[src/rtl/hcsr04_sensor_emulator.sv]
// HC-SR04 responder: validates trigger width, waits a burst delay, then drives an
// echo pulse whose width encodes the programmed distance in cm.
module hcsr04_sensor_emulator #(
    parameter int TRIG_MIN_CYCLES = 500,
    parameter int BURST_CYCLES    = 10000,
    parameter int CYCLES_PER_CM   = 2941,
    parameter int MAX_CM          = 400,
    parameter int TIMEOUT_CYCLES  = 1900000,
    parameter int HOLDOFF_CYCLES  = 50000,
    parameter int CW              = 22
) (
    input  logic       clock,
    input  logic       reset,
    input  logic       trigger,
    input  logic [8:0] distancia,
    input  logic       sem_eco,
    output logic       echo,
    output logic       ocupado,
    output logic       erro_trigger,
    output logic [3:0] db_estado
);

    localparam logic [2:0] S_IDLE  = 3'd0;
    localparam logic [2:0] S_TRIG  = 3'd1;
    localparam logic [2:0] S_BURST = 3'd2;
    localparam logic [2:0] S_ECHO  = 3'd3;
    localparam logic [2:0] S_HOLD  = 3'd4;

    localparam logic [CW-1:0] L_ONE        = CW'(1);
    localparam logic [CW-1:0] L_TRIG_MIN   = CW'(TRIG_MIN_CYCLES);
    localparam logic [CW-1:0] L_BURST_LAST = CW'(BURST_CYCLES - 1);
    localparam logic [CW-1:0] L_CM_LAST    = CW'(CYCLES_PER_CM - 1);
    localparam logic [CW-1:0] L_TO_LAST    = CW'(TIMEOUT_CYCLES - 1);
    localparam logic [CW-1:0] L_HOLD_LAST  = CW'(HOLDOFF_CYCLES - 1);
    localparam logic [8:0]    L_MAX_CM     = 9'(MAX_CM);

    logic [2:0]    r_state;
    logic [2:0]    w_next;
    logic [CW-1:0] r_cnt;
    logic [8:0]    r_dist;
    logic [8:0]    r_cm;
    logic          r_sem_eco;
    logic          r_echo;
    logic          r_ocupado;
    logic          r_erro;
    logic          w_oor;
    logic          w_trig_ok;
    logic          w_echo_d;
    logic          w_ocupado_d;
    logic          w_erro_d;

    assign w_oor     = (r_dist == 9'd0) || (r_dist > L_MAX_CM);
    assign w_trig_ok = (r_cnt >= L_TRIG_MIN);

    // State register
    always_ff @(posedge clock) begin
        if (reset) begin
            r_state <= S_IDLE;
        end else begin
            r_state <= w_next;
        end
    end

    // Next-state logic
    always_comb begin
        w_next = r_state;
        case (r_state)
            S_IDLE: begin
                if (trigger) w_next = S_TRIG;
                else         w_next = S_IDLE;
            end
            S_TRIG: begin
                if (trigger)        w_next = S_TRIG;
                else if (w_trig_ok) w_next = S_BURST;
                else                w_next = S_IDLE;
            end
            S_BURST: begin
                if (r_cnt == L_BURST_LAST) w_next = r_sem_eco ? S_HOLD : S_ECHO;
                else                       w_next = S_BURST;
            end
            S_ECHO: begin
                // Out-of-range distances use the flat timeout; otherwise one cm per prescaler wrap.
                if (w_oor) begin
                    if (r_cnt == L_TO_LAST) w_next = S_HOLD;
                    else                    w_next = S_ECHO;
                end else begin
                    if ((r_cnt == L_CM_LAST) && (r_cm == 9'd1)) w_next = S_HOLD;
                    else                                        w_next = S_ECHO;
                end
            end
            S_HOLD: begin
                if (r_cnt == L_HOLD_LAST) w_next = S_IDLE;
                else                      w_next = S_HOLD;
            end
            default: w_next = S_IDLE;
        endcase
    end

    // Output logic, evaluated for the state being entered so outputs can be registered
    always_comb begin
        w_echo_d    = (w_next == S_ECHO);
        w_ocupado_d = (w_next != S_IDLE);
        if ((r_state == S_TRIG) && !trigger && !w_trig_ok) w_erro_d = 1'b1;
        else                                               w_erro_d = 1'b0;
    end

    // Registered outputs
    always_ff @(posedge clock) begin
        if (reset) begin
            r_echo    <= 1'b0;
            r_ocupado <= 1'b0;
            r_erro    <= 1'b0;
        end else begin
            r_echo    <= w_echo_d;
            r_ocupado <= w_ocupado_d;
            r_erro    <= w_erro_d;
        end
    end

    // Width counter, phase counters, cm down-counter and measurement latch
    always_ff @(posedge clock) begin
        if (reset) begin
            r_cnt     <= '0;
            r_dist    <= 9'd0;
            r_cm      <= 9'd0;
            r_sem_eco <= 1'b0;
        end else begin
            case (r_state)
                S_IDLE: begin
                    if (trigger) r_cnt <= L_ONE;
                    else         r_cnt <= '0;
                end
                S_TRIG: begin
                    if (trigger) begin
                        if (r_cnt < L_TRIG_MIN) r_cnt <= r_cnt + L_ONE;
                        else                    r_cnt <= r_cnt;
                    end else begin
                        r_cnt <= '0;
                        if (w_trig_ok) begin
                            r_dist    <= distancia;
                            r_sem_eco <= sem_eco;
                        end else begin
                            r_dist    <= r_dist;
                            r_sem_eco <= r_sem_eco;
                        end
                    end
                end
                S_BURST: begin
                    if (r_cnt == L_BURST_LAST) begin
                        r_cnt <= '0;
                        r_cm  <= r_dist;
                    end else begin
                        r_cnt <= r_cnt + L_ONE;
                    end
                end
                S_ECHO: begin
                    if (w_oor) begin
                        if (r_cnt == L_TO_LAST) r_cnt <= '0;
                        else                    r_cnt <= r_cnt + L_ONE;
                    end else if (r_cnt == L_CM_LAST) begin
                        r_cnt <= '0;
                        r_cm  <= r_cm - 9'd1;
                    end else begin
                        r_cnt <= r_cnt + L_ONE;
                    end
                end
                S_HOLD: begin
                    if (r_cnt == L_HOLD_LAST) r_cnt <= '0;
                    else                      r_cnt <= r_cnt + L_ONE;
                end
                default: begin
                    r_cnt <= '0;
                end
            endcase
        end
    end

    // Debug state code; any illegal encoding shows as 1110
    always_comb begin
        case (r_state)
            S_IDLE:  db_estado = 4'b0000;
            S_TRIG:  db_estado = 4'b0001;
            S_BURST: db_estado = 4'b0010;
            S_ECHO:  db_estado = 4'b0011;
            S_HOLD:  db_estado = 4'b0100;
            default: db_estado = 4'b1110;
        endcase
    end

    assign echo         = r_echo;
    assign ocupado      = r_ocupado;
    assign erro_trigger = r_erro;

endmodule

[config.mk]
export PLATFORM = sky130hd
export DESIGN_NAME = hcsr04_sensor_emulator
export DESIGN_NICKNAME = d
export VERILOG_FILES = /design/src/rtl/hcsr04_sensor_emulator.sv
export SDC_FILE = /design/constraint.sdc
export NUM_CORES = 1
export LEC_CHECK = 0
export CAP_MARGIN = 5
export CORE_MARGIN = 5
export CORE_UTILIZATION = 55
export DETAILED_ROUTE_END_ITERATION = 12
export PLACE_DENSITY = 0.86
export RECOVER_POWER = 25
export SYNTH_ARGS = -nofsm -noshare
export SYNTH_HDL_FRONTEND = slang
export SYNTH_SLANG_ARGS = --single-unit
[constraint.sdc]
create_clock -name clock -period 3.4 [get_ports clock]
set_clock_uncertainty 0.05 [all_clocks]
set_input_delay 0.34 -clock clock [delete_from_list [all_inputs] [get_ports clock]]
set_output_delay 0.34 -clock clock [all_outputs]
set_load 0.02 [all_outputs]
==> metrics.txt <==
status=finished clean; synth-to-layout area growth=14.0%; CP required=3550 ps; DR DRC count=0; Starting Density=57.6%; Tightest Pin Transition=707 ps; grt total ovfl=0; Rel. slew slack=52.8%; vias in the first global route=2,244; Hold EP=r_cm[3]; Synth warnings=0; ys async rst share=0%; setup TNS=0 ps; VDD IR-drop max=0.323 mV; Min-Delay Startpoint=r_cm[3]; DRC violation total after the first TritonRoute iteration=roughly 240; Synth top area share=36.8%; Num CTS Buffers=5; Synth Instances=315; clk_lat worst skew=~300 ps; DR WL/cell=15.9 um; Final setup viols=0; Synth Net Count=332; LEAKAGE=1.02 nW; final non-filler cell total=around 380; clk sinks=47; WS Path Type=register to register; Top FF cell, synth=dfxtp_1; Power Density=372 nW/um^2; chip width=78.2 um; r2r endpoint=r_cm[2]; final hold violations=0; register clock-pin slew on the reported worst setup and hold paths=90 ps; RSZ-0062 raised after global routing=false; FF-to-FF setup slack=approximately 600 ps; Resized Gates After CTS=0; CP max stage cell=nor3_1; GRT met2 Usage=34.2%; WL final=roughly 6100 um; die area=~6100 sq um; PortBufs=19; Hold WS=455 ps; antenna violations before repair=0; Startpoint Class=register; Final period util=approximately 82%; clock root buffer=clkbuf_8; most frequent cells in the layout=nor2_1, dfxtp_1, nand3_1, nand2_1, nor3_1; antenna-violating nets left=0; crit-path cells=ha_1, nand3_2, or4_1, or3_1, nor3_1, a2111oi_0, a21o_1; largest net degree at the start of global routing=20; Die Y=78.2 um; worst-case reg-to-reg path depth=7; Fill cells=371; Crit path max-delay family=simple AND/OR/NAND/NOR gates; # nets final=approximately 350; via count=2,406; Seq cells post-synth=47; share of layout cells above drive strength 1=5.42%; reg2reg start=r_cnt[0]; GR peak layer=met2; gp weighted congestion=0.935; minimum clock period=2800 ps; Core Rows=24; Worst EP arrival=2950 ps; Synth area leaders=dfxtp_1, nor2_1, xnor2_1; core box area=roughly 4400 sq um; sequential cell area fraction in the yosys report=36.8%; Via density=6.27; overall routing resource usage=about a fifth; Mapped Area=2560 sq um; global-route wire length before repair=about 11,000 um; TritonCTS clock tree=built; slowest stage delay, CP=roughly 560 ps; Max FO, Critical Path=7; 1st-pass router iterations=4; placed cells=376; IO Count=20; Post-synth EDFFs=0; htree depth=2; Worst Hold Class=register to register; final core utilization=around 66%; # diodes=0; biggest area consumer among synthesized cells=dfxtp_1; Global Route met3 Usage=~3.7%; hold path depth=2; crit path capture type=register; M1 GR Usage=around 28%; Post-DP HPWL=4360 um; highest clock rate=358 MHz; MaxCap Viol Count=0; commonest non-fill, non-tap cell in the layout=nor2_1; mean area per synthesized cell=8.12 sq um; clk buf depth=2; WP buf/inv=0; Max Slew Vio Count=0; # Post-CTS Setup Buffers=0; count of different cell masters after synthesis=52; Hold-fix buffers, CTS=0
## cell usage after synthesis (all sizes together), types with 4 or more instances
cell,n
buf,5
a211oi,8
or3,6
o21ai,7
nor2,59
nand3,19
dfxtp,47
nor2b,4
xor2,4
ha,4
inv,9
nor3,15
a21oi,10
xnor2,13
nor4,9
nand4,5
clkbuf,8
mux2i,11
and3,5
and2,4
nand2,17
## power breakdown
| group | switching [mW] | internal (mW) | total, mW |
|---|---|---|---|
| sequential | 0.00378 | 0.552 | 0.556 |
| clock | 0.193 | 0.293 | 0.487 |
| combinational | 0.0201 | 0.0210 | 0.0411 |
| total | 0.217 | 0.867 | 1.08 |
## worst max-delay path by stage
stage          startpoint  cells past startpoint  slack (ps)       end
2_1_floorplan    r_cnt[0]                      7         900   r_cm[1]
3_3_place_gp     r_cnt[0]                      7         750   r_cm[1]
3_5_place_dp     r_cnt[0]                      7         670   r_cm[1]
4_1_cts          r_cnt[0]                      7         660   r_cm[1]
5_1_grt          r_cnt[0]                      8         380  r_cnt[7]
6_report         r_cnt[0]                      7         600   r_cm[2]
## flip-flops by register name, summed over array words and instances (netlist names)
name / cells
r_cnt: 22
r_sem_eco: 1
r_cm: 9
echo: 1
ocupado: 1
r_state: 3
r_dist: 9
erro_trigger: 1
## logic make-up (layout without fill, tap and decap cells)
group / Yosys count / after routing / share of synthesized area (%)
AO/OA/AOI/OAI: 48 / 48 / 12.9
XOR/XNOR: 17 / 17 / 5.82
adder cells (fa/ha/maj): 4 / 4 / 1.96
buffers and inverters: 22 / 39 / 3.52
flip-flops: 47 / 47 / 36.8
multiplexers: 13 / 13 / 5.33
AND/OR/NAND/NOR: 164 / 164 / 33.7
## through the flow
step / power, mW / setup WS, ps / area (sq um)
floorplan: 0.587 / 897 / 2560
global placement: 0.609 / 750 / 2780
detailed placement: 0.610 / 675 / 2780
CTS: 1.09 / 656 / 2920
global route: 1.12 / 375 / 2920
finish: 1.08 / 604 / 2920
## routing by layer
metal,up-vias,share of wire (%)
li1,1170,-
met2,99,47
met4,0,1.6
met3,13,6.4
met5,-,0
met1,1124,45
## area by class of cell
class | instances | area [sq um] | share of cell area, %
clock buffers | 5 | 68.8 | 2.36
clock inverters | 3 | 67.6 | 2.32
inverters | 9 | 33.8 | 1.16
multi-input cells | 246 | 1530 | 52.4
flip-flops and latches | 47 | 941 | 32.3
well taps | 52 | 65.1 | 2.23
repair buffers | 22 | 213 | 7.29
## worst min-delay path, cell delays in order, from the launching register on
cell      delay (ps)
dfxtp_1          320
o211ai_1          80
a21oi_1           60
Power figures use the tool's default switching activity.
